`config.mk`:
```
export PLATFORM = sky130hd
export DESIGN_NAME = scc_delta_sigma_dac_flat
export DESIGN_NICKNAME = d
export VERILOG_FILES = /design/src/rtl/scc_delta_sigma_dac_if.sv /design/src/rtl/scc_delta_sigma_dac.sv /design/src/flat_wrapper.sv
export SDC_FILE = /design/constraint.sdc
export NUM_CORES = 1
export LEC_CHECK = 0
export CORE_MARGIN = 5
export CORE_UTILIZATION = 37
export DETAILED_ROUTE_END_ITERATION = 10
export GPL_TIMING_DRIVEN = 0
export HOLD_SLACK_MARGIN = 0.15
export PLACE_DENSITY_LB_ADDON = 0.05
export SLEW_MARGIN = 20
export SYNTH_ARGS = -nofsm -noshare
export SYNTH_HDL_FRONTEND = slang
export SYNTH_SLANG_ARGS = --single-unit
```
`constraint.sdc`:
```
create_clock -name clk -period 3.63 [get_ports clk]
set_clock_uncertainty 0.15 [all_clocks]
set_input_delay 0.726 -clock clk [delete_from_list [all_inputs] [get_ports clk]]
set_output_delay 0.726 -clock clk [all_outputs]
set_load 0.1 [all_outputs]
```
`src/rtl/scc_delta_sigma_dac_if.sv`:
```
// Mixer-to-DAC bundle: phase and level from the SCC mixer plus mute in; ready and bitstream out.
interface scc_delta_sigma_dac_if;
  logic [2:0]  active;
  logic [10:0] level_in;
  logic        mute;
  logic        ready;
  logic        dac_out;

  modport master (output active, level_in, mute, input ready, dac_out);
  modport slave  (input active, level_in, mute, output ready, dac_out);
endinterface

```
`src/rtl/scc_delta_sigma_dac.sv`:
```
// SCC output stage: phase-4 capture, pop-free mute/ramp FSM, optional IIR (SCC_DAC_LPF_EN), 1-bit delta-sigma.
// Latency 2 clk from capture edge to dac_out without the IIR; no backpressure, level sampled once per round.
module scc_delta_sigma_dac #(
  parameter int filter_shift = 3,
  parameter int midscale     = 1024
) (
  input logic                 clk,
  input logic                 nreset,
  scc_delta_sigma_dac_if.slave bus
);

  typedef enum logic [1:0] {ST_RAMP_UP, ST_RUN, ST_RAMP_DOWN, ST_MUTED} state_t;

  localparam logic [10:0] MID    = 11'(midscale);
  localparam logic [10:0] MID_M1 = 11'(midscale - 1);

  state_t      state, state_nxt;
  logic [10:0] ff_sample;
  logic [10:0] ff_ramp, ramp_nxt;
  logic [10:0] x, y;
  logic [11:0] ff_acc;
  logic [11:0] acc_sum;
  logic        ff_dac;

  always_ff @(posedge clk or negedge nreset) begin
    if (!nreset) begin
      ff_sample <= '0;
    end else if (bus.active == 3'd4) begin
      ff_sample <= bus.level_in;
    end
  end

  assign x = (state == ST_RUN) ? ff_sample : ff_ramp;

`ifdef SCC_DAC_LPF_EN
  localparam int LW = 11 + filter_shift;
  logic [LW-1:0] ff_lpf;

  always_ff @(posedge clk or negedge nreset) begin
    if (!nreset) begin
      ff_lpf <= '0;
    end else begin
      ff_lpf <= ff_lpf + LW'(x) - (ff_lpf >> filter_shift);
    end
  end

  assign y = ff_lpf[10+filter_shift:filter_shift];
`else
  assign y = x;
`endif

  always_comb begin
    state_nxt = state;
    ramp_nxt  = ff_ramp;
    case (state)
      ST_RAMP_UP: begin
        // Resuming above midscale wraps through 2047 -> 0 before landing on midscale.
        if (bus.mute) begin
          state_nxt = ST_RAMP_DOWN;
        end else if (ff_ramp == MID_M1) begin
          ramp_nxt  = MID;
          state_nxt = ST_RUN;
        end else begin
          ramp_nxt = ff_ramp + 11'd1;
        end
      end
      ST_RUN: begin
        if (bus.mute) begin
          ramp_nxt  = y;
          state_nxt = ST_RAMP_DOWN;
        end
      end
      ST_RAMP_DOWN: begin
        if (!bus.mute) begin
          state_nxt = ST_RAMP_UP;
        end else if (ff_ramp == 11'd0) begin
          state_nxt = ST_MUTED;
        end else begin
          ramp_nxt = ff_ramp - 11'd1;
        end
      end
      ST_MUTED: begin
        ramp_nxt = '0;
        if (!bus.mute) begin
          state_nxt = ST_RAMP_UP;
        end
      end
      default: begin
        state_nxt = ST_RAMP_UP;
      end
    endcase
  end

  always_ff @(posedge clk or negedge nreset) begin
    if (!nreset) begin
      state   <= ST_RAMP_UP;
      ff_ramp <= '0;
    end else begin
      state   <= state_nxt;
      ff_ramp <= ramp_nxt;
    end
  end

  // Bit 11 of ff_acc is the registered carry; dac_out is one more stage behind it.
  assign acc_sum = {1'b0, ff_acc[10:0]} + {1'b0, y};

  always_ff @(posedge clk or negedge nreset) begin
    if (!nreset) begin
      ff_acc <= '0;
      ff_dac <= 1'b0;
    end else begin
      ff_acc <= (state == ST_MUTED) ? 12'd0 : acc_sum;
      ff_dac <= (state == ST_MUTED || state_nxt == ST_MUTED) ? 1'b0 : ff_acc[11];
    end
  end

  assign bus.ready   = (state == ST_RUN);
  assign bus.dac_out = ff_dac;

endmodule

```
`src/flat_wrapper.sv`:
```
// flat-port wrapper written by rule: the top's interface ports become plain ports
module scc_delta_sigma_dac_flat 
#(
  parameter int filter_shift = 3,
  parameter int midscale     = 1024
)
  (clk, nreset, bus_active, bus_level_in, bus_mute, bus_ready, bus_dac_out);
  scc_delta_sigma_dac_if bus_i ();
  input logic clk;
  input logic nreset;
  input wire logic [$bits(bus_i.active)-1:0] bus_active;
  input wire logic [$bits(bus_i.level_in)-1:0] bus_level_in;
  input wire logic [$bits(bus_i.mute)-1:0] bus_mute;
  output wire logic [$bits(bus_i.ready)-1:0] bus_ready;
  output wire logic [$bits(bus_i.dac_out)-1:0] bus_dac_out;
  assign bus_i.active = bus_active;
  assign bus_i.level_in = bus_level_in;
  assign bus_i.mute = bus_mute;
  assign bus_ready = bus_i.ready;
  assign bus_dac_out = bus_i.dac_out;
  scc_delta_sigma_dac #(.filter_shift(filter_shift), .midscale(midscale)) u_core (.clk(clk), .nreset(nreset), .bus(bus_i));
endmodule
```
---- Word level (Yosys, flattened, before mapping) ----
Cells that the tools add are included.
word-level totals
  bits in registers ....................... 37
  input bits .............................. 17
  output and inout port bits .............. 2
  word-level logic and storage cells ...... 38
operators by class
  add/sub/neg operators ................... 3
  mux-type cells .......................... 16
  reduce and logical (&&, ||, !) cells .... 4
  equality and inequality tests ........... 10
operators by type and width
  kind                                                                   count
  11-bit 2-to-1 mux                                                      6
  11-bit case mux with 4 select lines                                    1
  11-bit by 11-bit adder with 12-bit output                              1
  12-bit 2-to-1 mux                                                      1
  2-bit 2-to-1 mux                                                       6
  11-bit by 1-bit adder with 11-bit output (second input constant)       1
  11-bit by 10-bit == test with 1-bit output (second input constant)     1
  11-bit zero test                                                       1
  11-bit by 1-bit subtractor with 11-bit output (second input constant)  1
  2-bit != test (second input constant)                                  4
  2-bit case mux with 4 select lines                                     1
  2-bit == test (second input constant)                                  3
  4-bit AND reduction                                                    1
  3-bit == test (second input constant)                                  1
  2-bit by 1-bit == test with 1-bit output (second input constant)       1
  2-bit zero test                                                        1
  1-bit logical OR                                                       1
  1-bit 2-to-1 mux                                                       1

---- Logic depth before layout (Yosys ltp) ----
  depth in word-level cells ............... 7
  mapped depth ............................ 14
  gate-level depth less buffers ........... 13

---- Least setup slack after synthesis ----
No wires, ideal clock.
  path type ............................... reg-to-reg
  start ................................... reg u_core.state[1]
  end ..................................... reg u_core.ff_acc[8]
  slack ................................... 4 ps
  clock period less this slack ............ 3626 ps
  stages on the path, launching flop included .. 15
  path buffers ............................ 1
  arrival ................................. 3396 ps
  required time ........................... 3401 ps
  library setup time ...................... 79 ps
  cell sequence ........................... dfrtp_1 > inv_1 > nand2_1 > inv_1 > clkbuf_1 > nand2_1 > o21ai_0 > ha_1 > inv_1 > fa_1 > nor2b_1 > o31a_1 > nor4_1 > o21bai_1 > mux2i_1
between the ends
  longest elaborated chain between the ends .. 4
  elaborated cells on any way between the ends .. 5
  classes of those cells .................. 1 x add/sub; 2 x eq/ne; 2 x mux
RTL lines
  item                                       line                        text
  start: declaration                         scc_delta_sigma_dac.sv:17   state_t state, state_nxt;
  start signal: assignment                   scc_delta_sigma_dac.sv:99   state <= state_nxt;
  2-bit by 1-bit == test with 1-bit output   --
  net bus_ready                              flat_wrapper.sv:14          output wire logic [$bits(bus_i.ready)-1:0] bus_ready;
  11-bit 2-to-1 mux                          scc_delta_sigma_dac.sv:33   assign x = (state == ST_RUN) ? ff_sample : ff_ramp;
  11-bit by 11-bit adder with 12-bit output  scc_delta_sigma_dac.sv:105  assign acc_sum = {1'b0, ff_acc[10:0]} + {1'b0, y};
  12-bit 2-to-1 mux                          scc_delta_sigma_dac.sv:112  ff_acc <= (state == ST_MUTED) ? 12'd0 : acc_sum;
  end signal: assignment                     scc_delta_sigma_dac.sv:112
  end: declaration                           scc_delta_sigma_dac.sv:21   logic [11:0] ff_acc;
The timed path passes the listed nets, and every way through them passes these cells.
A chain may end at the register's enable or synchronous reset.

---- Worst setup path in the final report ----
  start ................................... reg u_core.state[1]
  end ..................................... out bus_ready
between the ends
  longest elaborated chain between the ends .. 1
RTL lines
  item                                      line                        text
  2-bit by 1-bit == test with 1-bit output  scc_delta_sigma_dac.sv:117  assign bus.ready = (state == ST_RUN);
  end: declaration                          flat_wrapper.sv:14
No other way between the ends.

==> flow_summary_export.csv <==
group,metric,value,unit
run_status,status,"complete, no violations",
synth,synth_flop_cell,"dfrtp_1",
global_routing,overflow,0,
worst_hold_path,min_path_type,"in -> async",
critical_path,rrSetupSlack,470,ps
critical_path,reg2regPathDepth,13,
global_routing,grt_util_all_layers,16.1,%
synth,synth-edff-count,0,
clock_network,cts_made_buffers,5,
synth,ys_seq_area_share,36.2,%
timing,hold_violations,0,
timing,tightestPinTransition,961,ps
clock_network,root_buffer,"clkbuf_8",
die,dieArea,8680,µm²
clock_network,cts.sinks,37,
timing,max_slew_margin,35.7,%
detailed_routing,via_per_inst,5.47,
power,ir_drop,447,µV
placed_design,io_buffer_count,17,
clock_network,tritoncts,"built",
critical_path,cp.required,2750,ps
synth,syn_area_per_cell,8.79,µm²
placed_design,place_ws,201,ps
detailed_routing,drc,0,
clock_network,htree_num_levels,2,
finish,layout.nets,346,
critical_path,crit_fanout,14,
clock_network,clockBufferDepth,2,
timing,setup_ws,420,ps
synth,ys_async_sr_fraction,100,%
synth,syn_area,2560,µm²
detailed_routing,wirelength,6370,µm
finish,final_cell_mix,"nand2_1, dfrtp_1, nor2_1, o21ai_0, clkdlybuf4s50_1",
critical_path,worstReg2RegEnd,"u_core.ff_acc[8]",
die,fp.coreArea,6760,µm²
timing,setup_violations,0,
timing,fmax,312,MHz
detailed_routing,drtAntennaViolNets,0,
die,row_count,30,
synth,synth_cell_types,57,
synth,syn_inst,291,
global_routing,grt_max_degree,25,
die,io_pins,19,
die,die_w,93.1,µm
timing,tns,0,ps
power,leakage,1.32,nW
synth,synth_warnings,0,
detailed_routing,firstDrtPassIters,4,
timing,finalMaxSlewViolations,0,
critical_path,worstPathArrival,2330,ps
global_routing,grt_pass1_vias,2121,
detailed_routing,vias,2166,
die,die_h,93.1,µm
finish,n_antenna_cell,0,
clock_network,holdBufCountCts,0,
global_routing,grt_antenna_before_repair,0,
clock_network,path_clk_slew,90,ps
finish,drive_gt1_share,12.3,%
critical_path,crit_path_end_kind,"primary output",
critical_path,startpoint_type,"flop",
die,initial_utilization,37.9,%
power,p_per_area,727,nW/µm²
run,cap_violations,0,
timing,fin_crit,3210,ps
synth,ys_ff_latch,37,
critical_path,timing.rr.start,"u_core.state[1]",
finish,layout_commonest_cell,"nand2_1",
synth,synthesis.nets,322,
clock_network,clk_latency,300,ps
placed_design,dp_hpwl,4840,µm
finish,areaGrowthSynthToFinish,15.7,%
critical_path,crit_type,"reg -> out",
placed_design,gp_congestion,0.859,
detailed_routing,drt_iter0_drc,80,
detailed_routing,avgRoutedWirePerCell,16.1,µm
timing,rsz0062_at_grt,"false",
timing,fin_crit_sh,88.4,%
global_routing,grt_pass1_wl,10900,µm
## what timing repair did
action,4_1_cts,5_1_grt
gates resized for setup,1,0
setup endpoints to repair,1,5
setup buffers,0,0
pin swaps,0,0
## stage by stage
| stage | cell area [µm²] | hold WS, ps | util (%) | instances | power, mW |
|---|---|---|---|---|---|
| 2_1_floorplan | 2560 | 280 | - | 291 | 1.52 |
| 3_5_place_dp | 2840 | 350 | 42.1 | 389 | 1.76 |
| 5_1_grt | 2960 | 190 | 43.8 | 396 | 2.35 |
| 4_1_cts | 2960 | 181 | 43.8 | 397 | 2.16 |
| 6_report | 2960 | 168 | 43.8 | 396 | 2.15 |
| 3_3_place_gp | 2830 | 344 | 41.9 | 388 | 1.75 |
## flip-flops by register name (all words and copies together), names as in the netlist
name,count
u_core.ff_acc,12
u_core.ff_ramp,11
u_core.ff_sample,11
u_core.state,2
u_core.bus.dac_out,1
## report_power, final
| part | total, mW | switching (mW) | leakage (nW) | internal [mW] |
|---|---|---|---|---|
| Clock | 0.392 | 0.168 | 0.0574 | 0.224 |
| Sequential | 0.609 | 0.0599 | 0.442 | 0.550 |
| Combinational | 1.15 | 0.636 | 0.820 | 0.512 |
## metal layers
| metal | routed length (µm) | vias up | track usage, % |
|---|---|---|---|
| met5 | 0 | - | 0 |
| met3 | 178 | 10 | 2.74 |
| met4 | 104 | 0 | 5.74 |
| met1 | 3200 | 1033 | 22.0 |
| li1 | - | 1091 | - |
| met2 | 2890 | 32 | 25.6 |
## cells in the mapped netlist (3+ instances only)
cell type	instances	share of area (%)
clkbuf_1	9	1.3
a22o_1	3	1.0
nor3_1	9	1.8
nor2b_1	3	0.73
a21o_1	6	1.8
nand2_1	43	6.3
buf_6	4	1.8
and3_1	4	0.98
ha_1	13	6.4
o21a_1	5	1.5
buf_2	4	0.78
a211oi_1	5	1.5
nand3_1	12	2.3
mux2_2	10	4.4
o31a_1	3	1.0
xor2_1	5	1.7
nand2b_1	5	1.2
dfrtp_1	37	36
o21ai_0	21	4.1
a31oi_1	3	0.73
a21oi_1	11	2.2
inv_1	9	1.3
nor2_1	22	3.2
## layout make-up
| cell class | instances | area (µm²) |
|---|---|---|
| Fill cell | 682 | 3800 |
| Multi-Input combinational cell | 227 | 1490 |
| Sequential cell | 37 | 926 |
| Timing Repair Buffer | 18 | 184 |
| Buffer | 17 | 100 |
| Tap cell | 80 | 100 |
| Clock buffer | 6 | 82.6 |
| Clock inverter | 2 | 37.5 |
| Inverter | 9 | 33.8 |
## worst max-delay path by stage
stage                     from                end  slack [ps]
6_report       u_core.state[1]          bus_ready         420
4_1_cts        u_core.state[1]   u_core.ff_acc[8]         160
3_5_place_dp   u_core.state[1]   u_core.ff_acc[8]         200
5_1_grt        u_core.state[1]  u_core.ff_acc[10]          70
3_3_place_gp   u_core.state[1]          bus_ready         190
2_1_floorplan  u_core.state[1]   u_core.ff_acc[8]           4
## worst max-delay path: stages (launching register included)
cell and delay (ps):
dfrtp_1 420, inv_1 220, nand2_1 140, inv_1 340, dlygate4sd2_1 910
## logic make-up after synthesis
logic type / after synthesis / share of synthesized area (%)
buf+inv: 27 / 5.38
compound gates: 78 / 21.3
xor+xnor: 6 / 2.05
simple gates: 117 / 22.7
mux: 12 / 5.19
flops: 37 / 36.2
fa+ha+maj: 14 / 7.14
Note: power is estimated with default switching activity, not from simulation.
